File: config.mk
export PLATFORM = sky130hd
export DESIGN_NAME = ls_usb_tx
export DESIGN_NICKNAME = d
export VERILOG_FILES = /design/src/rtl/ls_usb_pkg.sv /design/src/rtl/ls_usb_bit_tick.sv /design/src/rtl/ls_usb_tx.sv
export SDC_FILE = /design/constraint.sdc
export NUM_CORES = 1
export LEC_CHECK = 0
export ABC_AREA = 1
export CORE_ASPECT_RATIO = 0.6
export CORE_UTILIZATION = 25
export CTS_CLUSTER_DIAMETER = 60
export DETAILED_ROUTE_END_ITERATION = 10
export PLACE_DENSITY = 0.45
export SETUP_SLACK_MARGIN = 0.5
export SYNTH_ARGS = -nofsm -noshare
export SYNTH_HDL_FRONTEND = slang
export SYNTH_HIERARCHICAL = 1
export SYNTH_SLANG_ARGS = --single-unit
File: constraint.sdc
create_clock -name clk -period 3.3 [get_ports clk]
set_input_delay 0.66 -clock clk [delete_from_list [all_inputs] [get_ports clk]]
set_output_delay 0.66 -clock clk [all_outputs]
set_load 0.02 [all_outputs]
File: src/rtl/ls_usb_pkg.sv
// Shared definitions for the low-speed USB line side: line states, TX FSM states,
// SYNC byte and the default bit-stuffing limit.
package ls_usb_pkg;

    // Line state packed as {dp, dm}
    typedef logic [1:0] line_t;

    localparam line_t LINE_J   = 2'b01;
    localparam line_t LINE_K   = 2'b10;
    localparam line_t LINE_SE0 = 2'b00;

    typedef enum logic [2:0] {
        IDLE,
        DATA,
        STUFF_CHK,
        EOP_SE0,
        EOP_J
    } tx_state_e;

    localparam logic [7:0] SYNC_BYTE           = 8'h80;
    localparam int         STUFF_LIMIT_DEFAULT = 6;

    function automatic line_t line_toggle(input line_t l);
        return (l == LINE_J) ? LINE_K : LINE_J;
    endfunction

endpackage

File: src/rtl/ls_usb_bit_tick.sv
// Fractional phase-accumulator strobe: one tick per ACC_MOD/ACC_INC clocks on average.
// Synchronous clear restarts the phase so the first tick lands ceil(ACC_MOD/ACC_INC) clocks later.
module ls_usb_bit_tick #(
    parameter int ACC_INC = 3,
    parameter int ACC_MOD = 10
) (
    input  logic clk,
    input  logic rst,
    input  logic clr_i,
    output logic tick_o
);
    localparam int AW = $clog2(ACC_MOD + ACC_INC);

    logic [AW-1:0] acc_q, acc_d;
    logic [AW-1:0] sum;
    logic          wrap;

    assign sum  = acc_q + AW'(ACC_INC);
    assign wrap = (sum >= AW'(ACC_MOD));

    always_comb begin
        acc_d = wrap ? (sum - AW'(ACC_MOD)) : sum;
        if (clr_i) begin
            acc_d = '0;
        end
    end

    assign tick_o = wrap && !clr_i;

    always_ff @(posedge clk) begin
        if (rst) begin
            acc_q <= '0;
        end else begin
            acc_q <= acc_d;
        end
    end

endmodule

File: src/rtl/ls_usb_tx.sv
// Low-speed USB transmit serializer: LSB-first shift, bit stuffing, NRZI, EOP.
// Optional packet counter on pkt_cnt enabled by defining LS_USB_TX_PKT_CNT_EN.
module ls_usb_tx
    import ls_usb_pkg::*;
#(
    parameter int ACC_INC     = 3,
    parameter int ACC_MOD     = 10,
    parameter int STUFF_LIMIT = STUFF_LIMIT_DEFAULT
) (
    input  logic       clk,
    input  logic       rst,
    input  logic       start_pkt,
    input  logic [7:0] sbyte,
    input  logic       last_pkt_byte,
    output logic       show_next,
    output logic       dp,
    output logic       dm,
    output logic       oe,
    output logic       busy,
    output logic [7:0] pkt_cnt
);
    localparam int OW = $clog2(STUFF_LIMIT + 1);

    tx_state_e     state_q, state_d;
    logic [7:0]    shreg_q, shreg_d;
    logic          last_q, last_d;
    logic [OW-1:0] ones_q, ones_d;
    logic [2:0]    bitcnt_q, bitcnt_d;
    line_t         line_q, line_d;
    logic          oe_q, oe_d;
    logic          busy_q, busy_d;
    logic          shnext_q, shnext_d;
    logic          clr_acc;
    logic          tick;
    logic          stuff_due;

    ls_usb_bit_tick #(
        .ACC_INC(ACC_INC),
        .ACC_MOD(ACC_MOD)
    ) u_tick (
        .clk    (clk),
        .rst    (rst),
        .clr_i  (clr_acc),
        .tick_o (tick)
    );

    assign stuff_due = (ones_q == OW'(STUFF_LIMIT));

    always_comb begin
        state_d  = state_q;
        shreg_d  = shreg_q;
        last_d   = last_q;
        ones_d   = ones_q;
        bitcnt_d = bitcnt_q;
        line_d   = line_q;
        oe_d     = oe_q;
        busy_d   = busy_q;
        shnext_d = 1'b0;
        clr_acc  = 1'b0;

        unique case (state_q)
            IDLE: begin
                line_d = LINE_J;
                oe_d   = 1'b0;
                busy_d = 1'b0;
                if (start_pkt) begin
                    shreg_d  = sbyte;
                    last_d   = last_pkt_byte;
                    shnext_d = 1'b1;
                    ones_d   = '0;
                    bitcnt_d = '0;
                    busy_d   = 1'b1;
                    oe_d     = 1'b1;
                    clr_acc  = 1'b1;
                    state_d  = DATA;
                end
            end

            DATA: begin
                if (tick) begin
                    if (stuff_due) begin
                        line_d = line_toggle(line_q);
                        ones_d = '0;
                    end else begin
                        if (shreg_q[0]) begin
                            ones_d = ones_q + OW'(1);
                        end else begin
                            line_d = line_toggle(line_q);
                            ones_d = '0;
                        end
                        shreg_d = shreg_q >> 1;
                        if (bitcnt_q == 3'd7) begin
                            bitcnt_d = '0;
                            if (last_q) begin
                                state_d = STUFF_CHK;
                            end else begin
                                shreg_d  = sbyte;
                                last_d   = last_pkt_byte;
                                shnext_d = 1'b1;
                            end
                        end else begin
                            bitcnt_d = bitcnt_q + 3'd1;
                        end
                    end
                end
            end

            // A trailing run of ones still owes its stuffed zero before SE0
            STUFF_CHK: begin
                bitcnt_d = '0;
                if (!stuff_due) begin
                    state_d = EOP_SE0;
                end else if (tick) begin
                    line_d  = line_toggle(line_q);
                    ones_d  = '0;
                    state_d = EOP_SE0;
                end
            end

            EOP_SE0: begin
                if (tick) begin
                    if (bitcnt_q == 3'd2) begin
                        line_d  = LINE_J;
                        state_d = EOP_J;
                    end else begin
                        line_d   = LINE_SE0;
                        bitcnt_d = bitcnt_q + 3'd1;
                    end
                end
            end

            EOP_J: begin
                if (tick) begin
                    oe_d    = 1'b0;
                    busy_d  = 1'b0;
                    state_d = IDLE;
                end
            end

            default: state_d = IDLE;
        endcase
    end

    always_ff @(posedge clk) begin
        if (rst) begin
            state_q  <= IDLE;
            last_q   <= 1'b0;
            ones_q   <= '0;
            bitcnt_q <= '0;
            line_q   <= LINE_J;
            oe_q     <= 1'b0;
            busy_q   <= 1'b0;
            shnext_q <= 1'b0;
        end else begin
            state_q  <= state_d;
            last_q   <= last_d;
            ones_q   <= ones_d;
            bitcnt_q <= bitcnt_d;
            line_q   <= line_d;
            oe_q     <= oe_d;
            busy_q   <= busy_d;
            shnext_q <= shnext_d;
        end
    end

    always_ff @(posedge clk) begin
        shreg_q <= shreg_d;
    end

    assign dp        = line_q[1];
    assign dm        = line_q[0];
    assign oe        = oe_q;
    assign busy      = busy_q;
    assign show_next = shnext_q;

`ifdef LS_USB_TX_PKT_CNT_EN
    logic [7:0] pkt_cnt_q;
    logic       pkt_done;

    assign pkt_done = (state_q == EOP_J) && tick;

    always_ff @(posedge clk) begin
        if (rst) begin
            pkt_cnt_q <= 8'h00;
        end else if (pkt_done) begin
            pkt_cnt_q <= pkt_cnt_q + 8'h01;
        end
    end

    assign pkt_cnt = pkt_cnt_q;
`else
    assign pkt_cnt = 8'h00;
`endif

endmodule
==> results of run 1 <==
==> synth_stat cells, types with 3 or more instances <==
master    number
a21oi_1        8
a21oi_2        4
buf_4          9
dfxtp_1       18
edfxtp_1       8
ha_1           9
inv_1         24
inv_2          4
mux2_4         7
nand2_1       50
nand2_2       11
nand2_4        6
nand3_1        8
nand3_2        3
nor2_1        24
nor2_4         6
==> per-layer routing <==
metal  vias to the layer above  routed length, µm
met3                         2                 99
li1                        697                  -
met1                       566               2010
met2                        11               1280
met4                         0                 10
met5                         -                  0
==> flip-flops by register name, summed over array words and instances (netlist names), 2 cells and up <==
signal        count
u_tick/acc_q      4
ones_q            3
shreg_q           8
state_q           3
line_q            2
bitcnt_q          3
==> cell usage in the layout (no fill, tap or decap), drive strengths merged <==
cell type      instances
nand4                  1
mux2                   7
nand3                 11
ha                     9
edfxtp                 8
clkdlybuf4s50         16
a21oi                 12
a21boi                 1
nor3                   2
or2                    1
nor2                  32
clkbuf                 3
conb                   8
bufinv                 1
o21bai                 1
nand2                 67
dfxtp                 18
inv                   29
and3                   1
o21ai                  5
==> worst max path at each step <==
| stage | slack, ns | startpoint | to | cells past startpoint |
|---|---|---|---|---|
| 4_1_cts | 0.89 | u_tick/acc_q[0] | shreg_q[7] | 13 |
| 2_1_floorplan | 1.17 | u_tick/acc_q[0] | shreg_q[0] | 13 |
| 5_1_grt | 0.62 | u_tick/acc_q[0] | shreg_q[7] | 13 |
| 3_3_place_gp | 0.78 | start_pkt | shreg_q[7] | 10 |
| 6_report | 0.88 | u_tick/acc_q[0] | shreg_q[6] | 13 |
| 3_5_place_dp | 0.74 | start_pkt | shreg_q[5] | 10 |
==> where the power goes <==
| part | internal (mW) | switching [mW] |
|---|---|---|
| Combinational | 0.369 | 0.585 |
| Sequential | 0.478 | 0.0863 |
| Clock | 0.242 | 0.119 |
| Total | 1.09 | 0.790 |
==> stage by stage <==
stage	std cells	hold WS (ns)
after floorplan	224	0.440
after global placement	316	0.459
after detailed placement	316	0.467
after CTS	320	0.478
after global routing	320	0.491
final	320	0.476
==> area by class of cell <==
type                       instances  area (µm²)  share of cell area, %
sequential                        26         601                   29.2
timing repair buffer              16         160                   7.78
inverter                          29         111                   5.41
tap                               87         109                   5.29
clock buffer                       3        75.1                   3.65
clock inverter                     1        30.0                   1.46
multi-input combinational        158         973                   47.3
==> critical path, delay by kind of cell (launching register included) <==
family	cells	cell delay [ns]
AND/OR/NAND/NOR	7	0.76
buffers and inverters	4	0.54
flip-flops	1	0.38
adder cells (fa/ha/maj)	1	0.34
AO/OA/AOI/OAI	1	0.08
==> cell families after synthesis <==
family	count (synthesis)	synth area share [%]
AND/OR/NAND/NOR	115	34.6
buffers and inverters	40	11.1
flip-flops	26	34.5
AO/OA/AOI/OAI	19	7.04
adder cells (fa/ha/maj)	9	6.47
multiplexers	7	6.03
other	1	0.215
==> summary.txt, run 1 <==
Run status
  – Status: finished, final reports clean

Yosys
  – Register area share after synthesis: between 30% and 40%
  – Top FF cell, synth: dfxtp_1
  – Distinct cells, synth: 31
  – Yosys top cell area share: 20.7%
  – YS warnings: 6
  – FFs w/ async S/R, synth: 0%
  – Post-Syn Area: roughly 1700 µm²
  – Syn Area/Cell: about 8.0 µm²
  – FF+latch count, synth: 26
  – Post-Synthesis Cells: approximately 220
  – Top cells by area, synth: dfxtp_1, edfxtp_1, nand2_1, ha_1, mux2_4
  – Post-synth EDFFs: 8
  – Cell type with the highest aggregate area in the netlist: dfxtp_1

Cells and area
  – Layout cells sized above 1: a little under a quarter
  – Post-route cell area: 2060 µm²
  – Ant diodes: 0
  – Fin util: a little under a third
  – FILL cells: 709
  – Layout area overhead: 18.2%
  – Final nets: 255

Critical path
  – Most frequent CP cell: inv_1
  – Critical path fanouts, max: 8
  – Setup crit end kind: flop
  – Startpoint types: flop
  – Crit path required time: around 3.2 ns
  – FF-to-FF path depth: 13
  – Crit-path cells: inv_2 -> ha_1 -> inv_1 -> nor2_1 -> nand2_2 -> nand2_2 -> nor2_1 -> inv_1 -> nand2_1 -> nand2_1 -> nand2_4 -> o21ai_0 -> inv_1
  – RR Endpoint: shreg_q[6]
  – Worst path slowest cell: dfxtp_1
  – R2R Setup Slk: 0.88 ns
  – R2r startpoint: u_tick/acc_q[0]
  – Critical Path AT: 2.36 ns
  – Crit Path Category: reg2reg
  – Max stage delay on crit path: roughly 0.38 ns

Placed design
  – Routability cong.: 0.843
  – DP Wirelength: between 2000 and 3000 µm
  – Number of port buffers: 16
  – Placed Area: approximately 2000 µm²
  – Pre-CTS setup slack: around 0.74 ns

STA
  – Clock Skew: a little over 0.004 ns
  – Final setup margin: 0.879 ns
  – Hold Vio Cnt, Final: 0
  – Final setup violation count: 0
  – Unrepaired setup endpoints after global routing: no
  – Maximum clock frequency: 413 MHz
  – Fin crit share: 73.4%
  – Final min period: 2.42 ns
  – Setup TNS: 0 ns
  – Slew Viols, Final: 0

Die
  – # IOs: 25
  – Die height: approximately 67 µm
  – Die W: 110 µm
  – Rows: 23
  – Die ar.: 7320 µm²
  – Core Box Area: approximately 6700 µm²
  – Initial Util: 26.0%

Detailed routing
  – Drt pass-1 iters: 4
  – Drt wl/cell: 10.6 µm
  – Via count: 1276
  – DRC: 0
  – Via/cell ratio: between 3 and 4
  – Post-DRT Antenna Nets: 0
  – Routed WL: between 3000 and 4000 µm
  – DR iter-0 viols: 49

Power
  – Max VDD drop: 0.000322 V
  – Power Density: ~900 nW/µm²
  – Static leakage: 0.932 nW
  – Tot Pwr: 1.88 mW

Global routing
  – GRT Total Usage: between 10% and 20%
  – M3 GR Usage: 2.64%
  – Vias in the first global route: 1122
  – Most Crowded Layer GR: met1
  – Overflow after GRT: 0
  – Met1 GRT Util: 16.1%
  – First-pass GRT wire length: 5660 µm
  – Largest net degree at the start of global routing: 16
  – Initial antenna violation count: 0
  – Met2 Track Usage GR: between 10% and 20%

Min path
  – Hold depth: 1
  – Hold Startpoint: u_tick/acc_q[0]
  – Min-delay worst type: reg2reg
  – Hold Path Sink: u_tick/acc_q[0]

Clocking
  – # clock sinks: 26
  – Setup bufs post-CTS: 0
  – Clock latency on the worst-skew pair: between 0.2 and 0.3 ns
  – Cts hold-fix bufs: 0
  – Htree depth: 1
  – Max Root-Sink Buffers: 2
  – Post-CTS resize count: 0
  – TritonCTS buffer count: 3
  – Clk pin slew, worst setup/hold paths: 0.07 ns
  – Root Driver: clkbuf_16
  – CTS tree: done

Flow run
  – Max Cap Viol: 0
Note: power is estimated with default switching activity, not from simulation.
==> run 2: changes to the inputs <==
PLACE_DENSITY = 0.46   (was 0.45)
clock period = 2.1 ns   (was 3.3 ns; I/O delays follow)
==> summary.txt, run 2 (synthesis results as in run 1) <==
Die
  – Die ar.: 7320 µm² (unchanged)
  – Core Box Area: 6710 µm² (unchanged)
  – # IOs: 25 (unchanged)
  – Die height: 66.7 µm (unchanged)
  – Initial Util: 26.0% (unchanged)
  – Rows: 23 (unchanged)
  – Die W: 110 µm (unchanged)

Power
  – Switching share of power: 42.3% (+0.25 points)
  – Seq pwr share: 26.5% (-3.5 points)
  – Clock network fraction of design power: 16.7% (-2.5 points)
  – Max VDD drop: 0.000553 V (+72%)
  – P_int: 1.94 mW (+79%)
  – Comb pwr share: 56.7% (+5.9 points)
  – Static leakage: 1.04 nW (+11%)
  – Power Density: 1480 nW/µm² (+62%)
  – P_sw: 1.43 mW (+81%)

Global routing
  – Initial antenna violation count: 0 (unchanged)
  – GRT Total Usage: 10.8% (+0.44 points)
  – Overflow after GRT: 0 (unchanged)
  – Largest net degree at the start of global routing: 16 (unchanged)
  – First-pass GRT wire length: 5810 µm (+2.6%)
  – Vias in the first global route: 1187 (+5.8%)

Placed design
  – DP Wirelength: 2850 µm (+3.5%)
  – Routability cong.: 0.891 (+5.7%)
  – Pre-CTS setup slack: 0.00105 ns (-0.737 ns)
  – Placed Area: 2010 µm² (+2.9%)
  – Number of port buffers: 16 (unchanged)

Critical path
  – FF-to-FF path depth: 19 (+6)
  – R2r startpoint: u_tick/acc_q[1]
  – Crit Path Category: reg2reg
  – Critical Path AT: 2.07 ns (-0.29 ns)
  – Crit path required time: 2.30 ns (-0.94 ns)
  – Startpoint types: flop
  – R2R Setup Slk: 0.23 ns (-0.65 ns)
  – Setup crit end kind: flop
  – CP startpoint: u_tick/acc_q[1]
  – Critical path fanouts, max: 4 (-4)

STA
  – Unrepaired setup endpoints after global routing: yes
  – Final min period: 1.87 ns (-0.550 ns)
  – Setup TNS: 0 ns (unchanged)
  – Final setup margin: 0.229 ns (-0.650 ns)
  – Maximum clock frequency: 535 MHz (+29%)
  – Clock Skew: 0.00327 ns (-0.000755 ns)
  – Final setup violation count: 0 (unchanged)
  – Slew Viols, Final: 0 (unchanged)
  – Fin crit share: 89.1% (+16 points)
  – Hold Vio Cnt, Final: 0 (unchanged)

Cells and area
  – Layout area overhead: 31.2%
  – Most flops, register: shreg_q
  – Most frequent cells in the layout: nand2_1, nor2_1, inv_1, buf_4, dfxtp_1
  – Ant diodes: 0 (unchanged)
  – Top Registers: shreg_q: 8 flops, u_tick/acc_q: 4 flops
  – Post-route cell area: 2280 µm² (+11%)
  – Layout cells sized above 1: 36.8% (+14 points)
  – Most common cell after layout, fill and taps aside: nand2_1
  – FILL cells: 689 (-2.8%)
  – Number of flip-flops in the largest register: 8 (unchanged)
  – Final nets: 272 (+6.7%)

Clocking
  – # clock sinks: 26 (unchanged)
  – Cts hold-fix bufs: 0 (unchanged)
  – Root Driver: clkbuf_16
  – Clock latency on the worst-skew pair: 0.26 ns (about the same)
  – TritonCTS buffer count: 3 (unchanged)
  – Htree depth: 1 (unchanged)
  – Max Root-Sink Buffers: 2 (unchanged)
  – Clk pin slew, worst setup/hold paths: 0.07 ns (about the same)
  – CTS tree: done

Detailed routing
  – Post-DRT Antenna Nets: 0 (unchanged)
  – Routed WL: 3720 µm (+9.3%)
  – Drt pass-1 iters: 4 (unchanged)
  – DRC: 0 (unchanged)
  – Drt wl/cell: 11.0 µm (+3.8%)
  – Via count: 1348 (+5.6%)
  – DR iter-0 viols: 70 (+43%)
  – Via/cell ratio: 4.00 (+0.31%)

Min path
  – Min-delay worst type: reg2reg
  – Hold depth: 2 (+1)
  – Hold Startpoint: last_q

Flow run
  – Max Cap Viol: 0 (unchanged)

Run status
  – Status: finished, final reports clean
## run 2: cell types whose count changed in the layout (fill, tap and decap cells not counted), sizes merged
cell and delta:
inv -1, buf +17, dlygate4sd2 +5, clkdlybuf4s50 -5, clkinv +1
## run 2: final timing paths
| path | to |
|---|---|
| setup / recovery | state_q[1] |
| hold / removal | last_q |
| setup reg to reg | state_q[1] |
| hold reg to reg | last_q |
## run 2: metal layers
metal / up-vias / track usage, % / wire, µm
li1: 732 / - / -
met2: 17 / 15.1 / 1470
met4: 0 / 2.00 / 0
met1: 599 / 16.5 / 2080
met3: 0 / 2.64 / 169
met5: - / 0 / 0
## run 2: through the flow
| stage | hold slack (ns) | util (%) | cells | power, mW |
|---|---|---|---|---|
| 3_3_place_gp | 0.437 | 30.0 | 319 | 2.55 |
| 5_1_grt | 0.505 | 34.1 | 337 | 3.63 |
| 3_5_place_dp | 0.441 | 30.0 | 319 | 2.52 |
| 4_1_cts | 0.472 | 33.3 | 333 | 3.32 |
| 6_report | 0.486 | 34.1 | 337 | 3.37 |
| 2_1_floorplan | 0.418 | - | 224 | 2.19 |
## run 2: final cells by class
type                       count  area (µm²)  area share [%]
clock inverter                 1        30.0            1.31
clock buffer                   3        75.1            3.29
multi-input combinational    158        1060            46.5
inverter                      29         121            5.31
tap                           87         109            4.76
timing repair buffer          33         282            12.3
sequential                    26         604            26.5
## run 2: worst max-delay path, cell delays in order, from the launching register on
cell	delay, ns
dfxtp_2	0.35
inv_2	0.05
ha_4	0.15
inv_2	0.04
nand2_2	0.04
nand2_2	0.08
inv_2	0.06
nand2_4	0.06
nand2_4	0.06
nor2_4	0.15
inv_2	0.08
nand2_2	0.08
nand2_2	0.07
nand2_4	0.10
nand2_4	0.08
nor2_4	0.09
nand2_2	0.07
nand2_1	0.06
nand2_1	0.05
nor2_1	0.09
## run 2: repair_timing
item,in CTS,in global routing
pin swaps,4,7
endpoints found under the hold margin,0,0
buffers inserted,10,4
gates resized for setup,16,8
endpoints found under the setup margin,32,32
## run 2: power by group through the flow
stage	registers, mW	clock network, mW	logic, mW
4_1_cts	0.894	0.582	1.84
5_1_grt	0.919	0.601	2.11
2_1_floorplan	0.885	0	1.31
3_5_place_dp	0.909	0	1.61
6_report	0.894	0.564	1.91
3_3_place_gp	0.909	0	1.64
